File: src/rtl/stb_arb_pkg.sv
`default_nettype none
// ==========================================================================
// stb_arb_pkg : shared types for the store-buffer / LSU dcache arbiter
// rev 1.0
// ==========================================================================
package stb_arb_pkg;

   localparam int ARB_ADDR_WIDTH     = 32;
   localparam int ARB_DATA_WIDTH     = 32;
   localparam int ARB_BYTE_SEL_WIDTH = 4;

   typedef enum logic [1:0] {
      IDLE    = 2'd0,
      LD_BUSY = 2'd1,
      ST_BUSY = 2'd2
   } arb_state_e;

   // Granted dcache payload at the default integration widths.
   typedef struct packed {
      logic [ARB_ADDR_WIDTH-1:0]     addr;
      logic [ARB_DATA_WIDTH-1:0]     wdata;
      logic [ARB_BYTE_SEL_WIDTH-1:0] sel_byte;
      logic                          w_en;
      logic                          dmem_sel;
   } dcache_req_t;

endpackage
`default_nettype wire

File: src/rtl/stb_dcache_arbiter.sv
`default_nettype none
// ==========================================================================
// stb_dcache_arbiter : load-priority arbiter for the dcache port, shared by
// store-buffer drain and LSU loads, with starvation cap and fence drain. rev 1.0
// ==========================================================================
module stb_dcache_arbiter
   import stb_arb_pkg::*;
#(
   parameter int ADDR_WIDTH     = 32,
   parameter int DATA_WIDTH     = 32,
   parameter int BYTE_SEL_WIDTH = 4,
   parameter int STARVE_LIMIT   = 4
) (
   input  logic                      clk,
   input  logic                      rst_n,

   input  logic [ADDR_WIDTH-1:0]     stb2arb_addr,
   input  logic [DATA_WIDTH-1:0]     stb2arb_wdata,
   input  logic [BYTE_SEL_WIDTH-1:0] stb2arb_sel_byte,
   input  logic                      stb2arb_w_en,
   input  logic                      stb2arb_req,
   input  logic                      stb2arb_dmem_sel,
   input  logic                      stb2arb_empty,
   input  logic                      stb2arb_ld_hit,
   output logic                      arb2stb_ack,

   input  logic [ADDR_WIDTH-1:0]     lsu2arb_addr,
   input  logic [BYTE_SEL_WIDTH-1:0] lsu2arb_sel_byte,
   input  logic                      lsu2arb_req,
   input  logic                      lsu2arb_dmem_sel,
   output logic [DATA_WIDTH-1:0]     arb2lsu_rdata,
   output logic                      arb2lsu_ack,
   input  logic                      lsu2arb_fence,
   output logic                      arb2lsu_fence_done,

   output logic [ADDR_WIDTH-1:0]     arb2dcache_addr,
   output logic [DATA_WIDTH-1:0]     arb2dcache_wdata,
   output logic [BYTE_SEL_WIDTH-1:0] arb2dcache_sel_byte,
   output logic                      arb2dcache_w_en,
   output logic                      arb2dcache_req,
   output logic                      arb2dcache_dmem_sel,
   input  logic [DATA_WIDTH-1:0]     dcache2arb_rdata,
   input  logic                      dcache2arb_ack
);

   localparam int                   CNT_WIDTH = $clog2(STARVE_LIMIT + 1);
   localparam logic [CNT_WIDTH-1:0] CNT_MAX   = CNT_WIDTH'(STARVE_LIMIT);

   // Width-parameterised form of dcache_req_t.
   typedef struct packed {
      logic [ADDR_WIDTH-1:0]     addr;
      logic [DATA_WIDTH-1:0]     wdata;
      logic [BYTE_SEL_WIDTH-1:0] sel_byte;
      logic                      w_en;
      logic                      dmem_sel;
   } payload_t;

   arb_state_e           state, state_nxt;
   payload_t             payload, payload_nxt;
   logic [CNT_WIDTH-1:0] starve_cnt, starve_cnt_nxt;
   logic                 fence_pend, fence_pend_nxt;
   logic                 fence_done;
   logic                 grant_ld, grant_st;

   always_ff @(posedge clk) begin
      if (!rst_n) begin
         state      <= IDLE;
         payload    <= '0;
         starve_cnt <= '0;
         fence_pend <= 1'b0;
      end else begin
         state      <= state_nxt;
         payload    <= payload_nxt;
         starve_cnt <= starve_cnt_nxt;
         fence_pend <= fence_pend_nxt;
      end
   end

   assign fence_done = (state == IDLE) && stb2arb_empty && fence_pend;

   always_comb begin
      state_nxt      = state;
      payload_nxt    = payload;
      starve_cnt_nxt = starve_cnt;
      grant_ld       = 1'b0;
      grant_st       = 1'b0;
      // A fence arriving while one is pending merges into it.
      fence_pend_nxt = (fence_pend | lsu2arb_fence) & ~fence_done;

      unique case (state)
         IDLE: begin
            if (fence_pend || (lsu2arb_req && stb2arb_ld_hit)) begin
               grant_st = stb2arb_req;
            end else if (lsu2arb_req && (!stb2arb_req || (starve_cnt < CNT_MAX))) begin
               grant_ld = 1'b1;
            end else begin
               grant_st = stb2arb_req;
            end

            if (grant_st || !stb2arb_req) begin
               starve_cnt_nxt = '0;
            end else if (grant_ld && (starve_cnt < CNT_MAX)) begin
               starve_cnt_nxt = starve_cnt + 1'b1;
            end

            if (grant_st) begin
               state_nxt   = ST_BUSY;
               payload_nxt = '{addr:     stb2arb_addr,
                               wdata:    stb2arb_wdata,
                               sel_byte: stb2arb_sel_byte,
                               w_en:     stb2arb_w_en,
                               dmem_sel: stb2arb_dmem_sel};
            end else if (grant_ld) begin
               state_nxt   = LD_BUSY;
               payload_nxt = '{addr:     lsu2arb_addr,
                               wdata:    '0,
                               sel_byte: lsu2arb_sel_byte,
                               w_en:     1'b0,
                               dmem_sel: lsu2arb_dmem_sel};
            end
         end
         LD_BUSY, ST_BUSY: begin
            if (dcache2arb_ack) begin
               state_nxt   = IDLE;
               payload_nxt = '0;
            end
         end
         default: begin
            state_nxt   = IDLE;
            payload_nxt = '0;
         end
      endcase
   end

   assign arb2dcache_req      = (state != IDLE);
   assign arb2dcache_addr     = payload.addr;
   assign arb2dcache_wdata    = payload.wdata;
   assign arb2dcache_sel_byte = payload.sel_byte;
   assign arb2dcache_w_en     = payload.w_en;
   assign arb2dcache_dmem_sel = payload.dmem_sel;

   assign arb2stb_ack         = dcache2arb_ack && (state == ST_BUSY);
   assign arb2lsu_ack         = dcache2arb_ack && (state == LD_BUSY);
   assign arb2lsu_rdata       = (state == LD_BUSY) ? dcache2arb_rdata : '0;
   assign arb2lsu_fence_done  = fence_done;

endmodule
`default_nettype wire

File: config.mk
export PLATFORM = sky130hd
export DESIGN_NAME = stb_dcache_arbiter
export DESIGN_NICKNAME = d
export VERILOG_FILES = /design/src/rtl/stb_arb_pkg.sv /design/src/rtl/stb_dcache_arbiter.sv
export SDC_FILE = /design/constraint.sdc
export NUM_CORES = 1
export LEC_CHECK = 0
export CORE_AREA = 2 2 104 106
export CTS_CLUSTER_DIAMETER = 40
export CTS_CLUSTER_SIZE = 10
export DETAILED_ROUTE_END_ITERATION = 8
export DIE_AREA = 0 0 106 108
export PLACE_DENSITY = 0.91
export SYNTH_ARGS = -nofsm -noshare
export SYNTH_HDL_FRONTEND = slang
export SYNTH_SLANG_ARGS = --single-unit
export TNS_END_PERCENT = 30
File: constraint.sdc
create_clock -name clk -period 2.2 [get_ports clk]
set_clock_uncertainty 0.15 [all_clocks]
set_input_delay 0.33 -clock clk [delete_from_list [all_inputs] [get_ports clk]]
set_output_delay 0.33 -clock clk [all_outputs]
set_load 0.01 [all_outputs]
Word level (Yosys, flattened, before mapping)
Cells that the tools add are included.
{"block": "classes", "addsub": 1, "magnitude_cmp": 1, "eq_ne": 4, "mux": 17, "n_bitwise": 3, "reduce_logical": 17}
{"cell": "70-bit two-way mux", "n": 3}
{"cell": "70-bit one-hot mux with 2 select lines", "n": 1}
{"cell": "32-bit two-way mux", "n": 1}
{"cell": "1-bit logical AND", "n": 7}
{"cell": "1-bit two-way mux", "n": 6}
{"cell": "2-bit two-way mux", "n": 3}
{"cell": "3-bit two-way mux", "n": 2}
{"cell": "2-bit one-hot mux with 2 select lines", "n": 1}
{"cell": "2-bit AND reduction", "n": 2}
{"cell": "2-bit nonzero test", "n": 2}
{"cell": "3-bit by 1-bit adder with 3-bit output, second input constant", "n": 1}
{"cell": "1-bit logical OR", "n": 3}
{"cell": "3-bit less-than comparator, second input constant", "n": 1}
{"cell": "3-bit by 1-bit inequality test with 1-bit output, second input constant", "n": 1}
{"cell": "2-bit by 1-bit equality test with 1-bit output, second input constant", "n": 1}
{"cell": "2-bit equality test, second input constant", "n": 1}
{"cell": "2-bit logical NOT", "n": 1}
{"cell": "2-bit inequality test, second input constant", "n": 1}
{"cell": "2-bit OR reduction", "n": 1}
{"cell": "1-bit bitwise AND", "n": 1}
{"cell": "1-bit logical NOT", "n": 1}
{"cell": "1-bit NOT", "n": 1}
{"cell": "1-bit bitwise OR", "n": 1}
{"block": "word_totals", "register_bits": 76, "input_bits": 147, "output_inout_bits": 106, "elab_cells": 51}

Logic depth before layout (Yosys ltp)
Gate-level depths: netlist of run 1.
{"block": "depth", "ltp_word": 9, "mapped_depth": 8, "depth_no_buf": 6}

Worst setup path before layout of run 1
OpenSTA, ideal clock, no wires.
{"block": "synth_path", "path_type": "register to register", "start": "reg state[0]", "end": "reg payload (netlist bit arb2dcache_w_en)", "setup_time_ns": 0.118, "t_arrival_ns": 1.497, "required_ns": 1.932, "path_slack_ns": 0.435, "stages_incl_launch_ff": 8, "n_path_buf": 1, "period_less_slack_ns": 1.765, "cell_sequence": "dfxtp_1 -> inv_1 -> ha_1 -> nor2b_1 -> nor3_4 -> buf_2 -> a22oi_1 -> nor2b_1"}
{"block": "synth_via", "elab_chain_cells": 4, "word_cells_on_any_way": 8, "classes_between": "eq/ne (4); mux (1); reduce/logical (3)"}
{"item": "from (decl)", "line_no": "stb_dcache_arbiter.sv:58", "rtl": "arb_state_e state, state_nxt;"}
{"item": "from (signal assigned)", "line_no": "stb_dcache_arbiter.sv:72", "rtl": "state <= state_nxt;"}
{"item": "2-bit equality test or 2-bit by 1-bit equality test with 1-bit output (tied branches)", "line_no": "stb_dcache_arbiter.sv:90", "rtl": "unique case (state)"}
{"item": "2-bit OR reduction", "line_no": "stb_dcache_arbiter.sv:90"}
{"item": "2-bit inequality test (no line)"}
{"item": "2-bit AND reduction (no line)"}
{"item": "to (signal assigned)", "line_no": "stb_dcache_arbiter.sv:73", "rtl": "payload <= payload_nxt;"}
{"item": "to (decl)", "line_no": "stb_dcache_arbiter.sv:59", "rtl": "payload_t payload, payload_nxt;"}
Parallel ways exist; a longest one is shown, timed or not.
A chain may end at the register's enable or synchronous reset.

Worst setup path after layout of run 1
{"block": "layout_path", "start": "reg state[0]", "end": "out arb2lsu_fence_done"}
{"block": "layout_via", "elab_chain_cells": 3}
{"item": "2-bit logical NOT", "line_no": "stb_dcache_arbiter.sv:79", "rtl": "assign fence_done = (state == IDLE) && stb2arb_empty && fence_pend;"}
{"item": "1-bit logical AND (2 in series)", "line_no": "stb_dcache_arbiter.sv:79"}
{"item": "to (decl)", "line_no": "stb_dcache_arbiter.sv:34", "rtl": "output logic arb2lsu_fence_done,"}
Every way passes these cells.

==> results of run 1 <==
==> registers in the layout (all words and copies together), names as in the netlist <==
name	count
arb2dcache_addr	32
arb2dcache_wdata	32
arb2dcache_sel_byte	4
starve_cnt	3
state	2
arb2dcache_dmem_sel	1
arb2dcache_w_en	1
fence_pend	1
==> power by group through the flow <==
stage | logic [mW] | clock network [mW] | registers (mW)
after floorplan | 0.565 | 0 | 1.68
after global placement | 1.34 | 0 | 1.61
after detailed placement | 1.38 | 0 | 1.62
after CTS | 1.38 | 1.16 | 1.59
after global routing | 1.47 | 1.22 | 1.60
final | 1.37 | 1.13 | 1.59
==> timing repair <==
action | CTS | global route
gates cloned | 1 | 0
pin swaps | 1 | 2
resized for setup | 37 | 2
setup endpoints to repair | 70 | 65
==> routing by layer <==
layer | vias up | wire length [um] | GRT usage
met3 | 14 | 865 | 0.0597
met4 | 0 | 214 | 0.0658
li1 | 1792 | - | -
met1 | 1827 | 4290 | 0.197
met2 | 157 | 7040 | 0.437
met5 | - | 0 | 0
==> final cells by class <==
class	instances	area, um^2
Multi-Input combinational cell	245	1820
Sequential cell	76	1520
Clock buffer	10	128
Tap cell	136	170
Clock inverter	5	77.6
Timing Repair Buffer	274	2730
Inverter	4	15.0
Fill cell	870	3770
==> cells by family (layout without fill, tap and decap cells) <==
logic type               after synthesis  count (layout)  synth area share
AO/OA/AOI/OAI                        116             116             0.292
adder cells (fa/ha/maj)                4               4            0.0142
buffers and inverters                 36             293            0.0623
flip-flops                            76              76             0.430
multiplexers                           1               1           0.00283
AND/OR/NAND/NOR                      123             124             0.199
==> synthesized netlist by cell type, types with 2 or more instances <==
cell,instances
nand4_1,2
and2_1,35
nor3b_1,2
clkbuf_1,11
buf_2,11
o21ai_0,37
a22oi_1,34
dfxtp_1,76
inv_2,2
nor2b_1,36
nor2_1,40
buf_8,2
ha_1,4
inv_1,2
buf_6,5
buf_4,3
a221oi_2,30
a21oi_1,3
a221oi_1,7
==> worst paths after layout <==
check / startpoint / endpoint / slack [ns] / cells after the start
worst min register to register: starve_cnt[1] / starve_cnt[1] / 0.33 / 2
worst max register to register: state[0] / arb2dcache_wdata[8] / 0.14 / 6
worst min-delay path: starve_cnt[1] / starve_cnt[1] / 0.33 / 2
worst max-delay path: state[0] / arb2lsu_fence_done / 0.09 / 5
==> worst register-to-register path, cell delays in order, from the launching register on <==
cell and delay [ns]:
dfxtp_1 0.33, inv_1 0.06, ha_1 0.30, nor2b_2 0.20
nor3_4 0.58, a22oi_1 0.22, nor2b_1 0.15
==> placed cells by master, fill, tap and decap left out, types with 3 or more instances in the layout <==
| master | n |
|---|---|
| and2_1 | 35 |
| ha_1 | 4 |
| a221oi_2 | 30 |
| buf_12 | 7 |
| nor2b_1 | 35 |
| clkbuf_8 | 9 |
| dfxtp_1 | 76 |
| o21ai_0 | 37 |
| buf_4 | 14 |
| a22oi_1 | 34 |
| a221oi_1 | 7 |
| clkdlybuf4s50_1 | 215 |
| a21oi_1 | 3 |
| nor2_1 | 40 |
| dlygate4sd2_1 | 36 |
==> impl_metrics.toml, run 1 <==
[grt]
grt_pass1_wl_mm = 19.2
grt_max_degree = 77
grt_pass1_vias = 3895
grt_overflow = 0
grt.total_usage = 0.211
grt_antenna_before_repair = 0

[final_layout]
final_area_mm2 = 0.00646
fin_util = 0.631
drive_gt1_frac = 0.129
fin_nets = 761
syn_to_final_growth_pct = 82.7
fin_cells = 750
insertedDiodeCount = 0

[critical_path]
cp_data_arrival_time_ns = 1.63
crit_required_ns = 1.72
end_kind = "primary output"
crit_fanout = 7
critPathMaxStageDelay_ns = 0.33
cp_cell_sequence = "inv_1 -> ha_1 -> buf_4 -> and3_1 -> dlygate4sd2_1"
start_kind = "register"
critPathTopFamily = "buffers and inverters"
crit_type = "reg2out"
path_buf_inv = 3
crit_slowest_cell = "dfxtp_1"

[power_and_ir_drop]
internal-power_mw = 2.92
p_switching_mw = 1.17
ir_drop_uv = 334
pwr-share-clk = 0.276
seqPwrFrac = 0.388
p_leak_nw = 2.54
p_total_mw = 4.09
p_per_area_mw_per_mm2 = 634
p_sw_frac = 0.287
power_frac_comb = 0.335

[cts]
cts_max_level = 3
path_clk_slew_ns = 0.08
cts_buffers = 9
cts_hold_buf = 0
cts_sinks = 76
cts_setup_buffers = 0
cts_buffer_depth = 2
root_buffer = "clkbuf_8"
insertion_delay_ns = 0.34
cts_tree = "yes"

[synthesis]
synth_cells = 356
synthArstFlopShare = 0
yosysWarnings = 0
ys.flop_type = "dfxtp_1"
yosys.area.top_type_share = 0.430
synth_fp_nets = 507
postSynthRegisterBits = 76
synth_edf_count = 0
yosysUniqueCellTypes = 33
synth_area_leaders = "dfxtp_1 43%, a221oi_2 13%, a22oi_1 7.2%, nor2b_1 6.4%, and2_1 6.2%"
ys_seq_area_frac = 0.430
yosys.area.top_type = "dfxtp_1"
syn-cell-area_mm2 = 0.00353
syn_area_per_cell_um2 = 9.93

[job]
maxCapViolCount = 0

[detailed_routing]
antenna_left = 0
drtIter0Drc = 149
drc_errors = 0
wl_per_cell_um = 16.5
drt-total-wl_mm = 12.4
viasPerCell = 5.05
drt_pass1_iterations = 5
vias = 3790

[sta]
period_share = 0.958
tns_ns = 0
layout_setup_ws_ns = 0.0915
slew_headroom = 0.494
tightest_slew_ns = 0.757
min_period_ns = 2.11
finalSetupViolCount = 0
fmax_ghz = 0.474
hold_violations = 0
worst_hold_slack_ns = 0.333
slew_viol_final = 0
rsz0062_at_grt = "no"

[placement]
hpwlAfterDp_mm = 9.41
place_ws_ns = -0.392
gp_congestion = 0.776
dpl.cell_count = 734
place_area_mm2 = 0.00627
placement.io_buffers = 252

[floorplan]
core_mm2 = 0.0102
num_rows = 37
initial_core_util = 0.345
dieHeight_um = 108
die_w_um = 106
top_level_ports = 253
die-area_mm2 = 0.0114

[outcome]
outcome = "finished, final reports clean"

[worst_hold_path]
min_path_type = "reg2reg"
No activity file was read; power rests on OpenSTA's default activity.
==> run 2: changes to the inputs <==
--- a/config.mk
+++ b/config.mk
@@ -5,12 +5,14 @@
 export SDC_FILE = /design/constraint.sdc
 export NUM_CORES = 1
 export LEC_CHECK = 0
-export CORE_AREA = 2 2 104 106
+export CAP_MARGIN = 20
+export CORE_AREA = 2 2 103 105
+export CTS_BUF_LIST = sky130_fd_sc_hd__clkbuf_8
 export CTS_CLUSTER_DIAMETER = 40
 export CTS_CLUSTER_SIZE = 10
 export DETAILED_ROUTE_END_ITERATION = 8
-export DIE_AREA = 0 0 106 108
-export PLACE_DENSITY = 0.91
+export DIE_AREA = 0 0 105 107
+export PLACE_DENSITY = 0.92
 export SYNTH_ARGS = -nofsm -noshare
 export SYNTH_HDL_FRONTEND = slang
 export SYNTH_SLANG_ARGS = --single-unit
==> run 2 against run 1 <==
Net effect: die area fell by 1.9%; via count rose by 0.84%; clock-buffer cell count decreased by 1; critical path depth unchanged; fmax down 0.29%; critical endpoint is now arb2lsu_rdata[30]; largest power group unchanged; highest routed layer unchanged.
==> impl_metrics.toml, run 2 (synthesis gave the netlist of run 1 again) <==
[outcome]
outcome = "finished, final reports clean"

[final_layout]
fin_nets = 760
fin_cells = 750
syn_to_final_growth_pct = 84.1
fin_util = 0.645
insertedDiodeCount = 0
final_common_cell = "clkdlybuf4s50_1"
drive_gt1_frac = 0.127
final_cell_mix = "216 x clkdlybuf4s50_1, 76 x dfxtp_1, 40 x nor2_1"

[power_and_ir_drop]
ir_drop_uv = 403
p_per_area_mw_per_mm2 = 653
p_leak_nw = 2.56

[placement]
gp_congestion = 0.881
dpl.cell_count = 732
place_ws_ns = -0.456
placement.io_buffers = 252
hpwlAfterDp_mm = 9.66

[sta]
fmax_ghz = 0.473
finalSetupViolCount = 0
worst_hold_slack_ns = 0.354
tns_ns = 0
slew_headroom = 0.495
rsz0062_at_grt = "no"
period_share = 0.961
slew_viol_final = 0
min_period_ns = 2.11
hold_violations = 0
layout_setup_ws_ns = 0.0853
tightest_slew_ns = 0.754

[job]
maxCapViolCount = 0

[detailed_routing]
viasPerCell = 5.10
drtIter0Drc = 213
drc_errors = 0
antenna_left = 0
drt_pass1_iterations = 6
vias = 3822
drt-total-wl_mm = 13.0
wl_per_cell_um = 17.4

[critical_path]
crit_required_ns = 1.72
start_kind = "register"
cp_data_arrival_time_ns = 1.63
crit_slowest_cell = "dfxtp_1"
crit_type = "reg2out"
crit_fanout = 33
end_kind = "primary output"
critPathMaxStageDelay_ns = 0.32
cp_cell_sequence = "buf_4 -> ha_1 -> buf_12 -> and2_1 -> dlygate4sd2_1"

[cts]
cts_max_level = 3
path_clk_slew_ns = 0.07
cts_buffers = 9
cts_sinks = 76
root_buffer = "clkbuf_8"
cts_tree = "yes"
cts_buffer_depth = 2
insertion_delay_ns = 0.35
cts_hold_buf = 0

[floorplan]
dieHeight_um = 107
initial_core_util = 0.350
top_level_ports = 253
num_rows = 37
die-area_mm2 = 0.0112
die_w_um = 105
core_mm2 = 0.0101

[grt]
busiest_layer = "met2"
grtUsageMet3 = 0.0450
grt_max_degree = 77
grt_use_met1 = 0.226
grt_pass1_wl_mm = 20.0
grt_antenna_before_repair = 0
grt_use_met2 = 0.434
grt_pass1_vias = 3961
grt.total_usage = 0.224
grt_overflow = 0

[worst_hold_path]
min_path_type = "reg2reg"
==> run 2: where the power goes <==
group / leakage (nW) / switching [mW] / internal (mW)
combinational: 1.81 / 0.618 / 0.787
sequential: 0.626 / 0.0761 / 1.52
clock: 0.126 / 0.513 / 0.742
==> run 2: through the flow <==
stage               power (mW)  area (um^2)
finish                    4.25         6510
detailed placement        3.00         6260
floorplan                 2.24         3530
CTS                       4.26         6460
global route              4.44         6510
global placement          2.94         6240
==> run 2: final timing paths <==
path                         endpoint  slack [ns]          start  cells past startpoint
setup / recovery    arb2lsu_rdata[30]        0.09       state[0]                      5
hold / removal          starve_cnt[1]        0.35  starve_cnt[1]                      2
setup reg to reg  arb2dcache_wdata[6]        0.13       state[0]                      8
hold reg to reg         starve_cnt[1]        0.35  starve_cnt[1]                      2
==> run 2: metal layers <==
layer,part of all wire,wire length (um)
met1,0.36,4640
met2,0.55,7150
met3,0.062,806
met4,0.033,428
met5,0,0
==> run 2: critical path: cells and delay by family, from the launching register on <==
| kind | cells | cell delay, ns |
|---|---|---|
| fa+ha+maj | 1 | 0.22 |
| buf+inv | 3 | 0.57 |
| flops | 1 | 0.32 |
| simple gates | 1 | 0.18 |
==> run 2: layout make-up <==
type | count | area [um^2]
clock buffers | 9 | 124
clock inverters | 7 | 108
fillers | 834 | 3580
inverters | 4 | 15.0
multi-input cells | 245 | 1840
flip-flops and latches | 76 | 1520
well taps | 136 | 170
repair buffers | 273 | 2730
==> run 2: what timing repair did <==
| action | CTS | global route |
|---|---|---|
| hold endpoints to repair | 0 | 0 |
| endpoints found under the setup margin | 69 | 49 |
| cloned | 1 | 0 |
| setup buffers | 0 | 1 |
| pin swaps | 1 | 3 |
| gates resized for setup | 36 | 3 |
==> run 3: changes to the inputs <==
--- a/config.mk
+++ b/config.mk
@@ -5,11 +5,9 @@
 export SDC_FILE = /design/constraint.sdc
 export NUM_CORES = 1
 export LEC_CHECK = 0
-export CAP_MARGIN = 20
 export CORE_AREA = 2 2 103 105
 export CTS_BUF_LIST = sky130_fd_sc_hd__clkbuf_8
 export CTS_CLUSTER_DIAMETER = 40
-export CTS_CLUSTER_SIZE = 10
 export DETAILED_ROUTE_END_ITERATION = 8
 export DIE_AREA = 0 0 105 107
 export PLACE_DENSITY = 0.92
==> run 3 against run 2 <==
Net effect: via count decreased by 0.55%; combinational power about the same; critical path depth unchanged; design area increased by 0.31%; first-iteration DRC count decreased by 9.9%; sequential share of layout area decreased by 0.072 points.
==> impl_metrics.toml, run 3 (synthesis gave the netlist of run 1 again) <==
[outcome]
outcome = "finished, final reports clean"

[worst_hold_path]
whs_endpoint = "starve_cnt[1]"
holdCritStartpoint = "starve_cnt[1]"
whs_path_depth = 2
min_path_type = "reg2reg"

[final_layout]
final_common_cell = "clkdlybuf4s50_1"
drive_gt1_frac = 0.133
fin_cells = 752
insertedDiodeCount = 0
syn_to_final_growth_pct = 84.7
fin_util = 0.647
fin_nets = 762
final_cell_mix = "216 x clkdlybuf4s50_1, 76 x dfxtp_1, 40 x nor2_1"
num-fill-cells = 807

[detailed_routing]
vias = 3801
wl_per_cell_um = 17.2
drtIter0Drc = 192
drt_pass1_iterations = 4
drc_errors = 0
drt-total-wl_mm = 13.0
viasPerCell = 5.05
antenna_left = 0

[sta]
tns_ns = 0
worst_hold_slack_ns = 0.341
hold_violations = 0
finalSetupViolCount = 0
rsz0062_at_grt = "yes"
fmax_ghz = 0.469
min_period_ns = 2.13
period_share = 0.968
tightest_slew_ns = 0.721
slew_viol_final = 0
slew_headroom = 0.518

[critical_path]
path_buf_inv = 3
cp_cell_sequence = "buf_4 -> ha_1 -> buf_12 -> and2_1 -> dlygate4sd2_1"
critPathMaxStageDelay_ns = 0.33
reg2reg_to = "arb2dcache_wdata[7]"
start_kind = "register"
crit_type = "reg2out"
r2r_start = "state[0]"
crit_fanout = 33
crit_required_ns = 1.72
rr_worst_depth = 6
rrSetupSlack_ns = 0.16
cp_data_arrival_time_ns = 1.65
crit_slowest_cell = "dfxtp_1"
end_kind = "primary output"
critPathTopFamily = "buffers and inverters"

[cts]
insertion_delay_ns = 0.34
cts_hold_buf = 0
cts_max_level = 3
cts_buffers = 9
root_buffer = "clkbuf_8"
cts_tree = "yes"
cts_buffer_depth = 2
cts_sinks = 76
path_clk_slew_ns = 0.07

[floorplan]
top_level_ports = 253
core_mm2 = 0.0101
initial_core_util = 0.350
die_w_um = 105
num_rows = 37
dieHeight_um = 107
die-area_mm2 = 0.0112

[power_and_ir_drop]
p_switching_mw = 1.19
p_leak_nw = 2.56
seqPwrFrac = 0.370
p_per_area_mw_per_mm2 = 658
p_sw_frac = 0.276
power_frac_comb = 0.324
ir_drop_uv = 345
pwr-share-clk = 0.306
internal-power_mw = 3.11

[grt]
grt_overflow = 0
grt_pass1_vias = 3953
grt_max_degree = 77
grt.total_usage = 0.220
grt_antenna_before_repair = 0
grt_pass1_wl_mm = 19.7

[placement]
gp_congestion = 0.881
hpwlAfterDp_mm = 9.52
dpl.cell_count = 731
placement.io_buffers = 252

[job]
maxCapViolCount = 0
run 3: worst reg2reg max path, delay by kind of cell (launching register included):
kind                       cells  cell delay [ns]
and+or+nand+nor                3             0.95
AOI/OAI and AO/OA              1             0.21
buffers and inverters          1             0.09
DFF                            1             0.35
adders and majority gates      1             0.24
run 3: layout make-up:
type / instances / area [um^2] / area share
Tap cell: 136 / 170 / 0.0261
Multi-Input combinational cell: 246 / 1850 / 0.283
Clock inverter: 5 / 98.8 / 0.0151
Inverter: 4 / 15.0 / 0.00230
Clock buffer: 11 / 151 / 0.0232
Timing Repair Buffer: 274 / 2730 / 0.418
Sequential cell: 76 / 1520 / 0.233
run 3: worst max-delay path by stage:
stage	slack [ns]	to	cells after the start	startpoint
floorplan	0.44	arb2dcache_w_en	7	state[0]
global placement	-0.32	arb2dcache_addr[3]	5	stb2arb_ld_hit
detailed placement	-0.46	arb2dcache_wdata[18]	5	stb2arb_ld_hit
CTS	-0.08	arb2dcache_addr[2]	6	state[0]
global route	-0.05	arb2dcache_wdata[23]	6	state[0]
finish	0.07	arb2lsu_rdata[30]	5	state[0]
run 3: what timing repair did:
item | CTS | global route
gates resized for setup | 39 | 2
setup buffers | 1 | 2
pin swaps | 29 | 3
gates cloned | 1 | 1
endpoints found under the setup margin | 106 | 54
run 3: power groups by stage:
| stage | Combinational, mW | Sequential (mW) | Clock [mW] |
|---|---|---|---|
| finish | 1.39 | 1.59 | 1.32 |
| global route | 1.49 | 1.61 | 1.40 |
| CTS | 1.39 | 1.59 | 1.35 |
| detailed placement | 1.37 | 1.62 | 0 |
| global placement | 1.33 | 1.61 | 0 |
| floorplan | 0.565 | 1.68 | 0 |
run 3: routing by layer:
metal,track usage,routed length (um),share of wire
met5,0,0,0
met4,0.119,499,0.039
met3,0.0462,757,0.058
met2,0.423,7070,0.55
met1,0.221,4630,0.36
run 3: stage by stage:
step / area [um^2] / setup slack (ns) / power (mW)
global route: 6530 / -0.0496 / 4.50
floorplan: 3530 / 0.435 / 2.24
finish: 6530 / 0.0696 / 4.30
global placement: 6240 / -0.318 / 2.94
detailed placement: 6240 / -0.463 / 2.99
CTS: 6500 / -0.0785 / 4.34
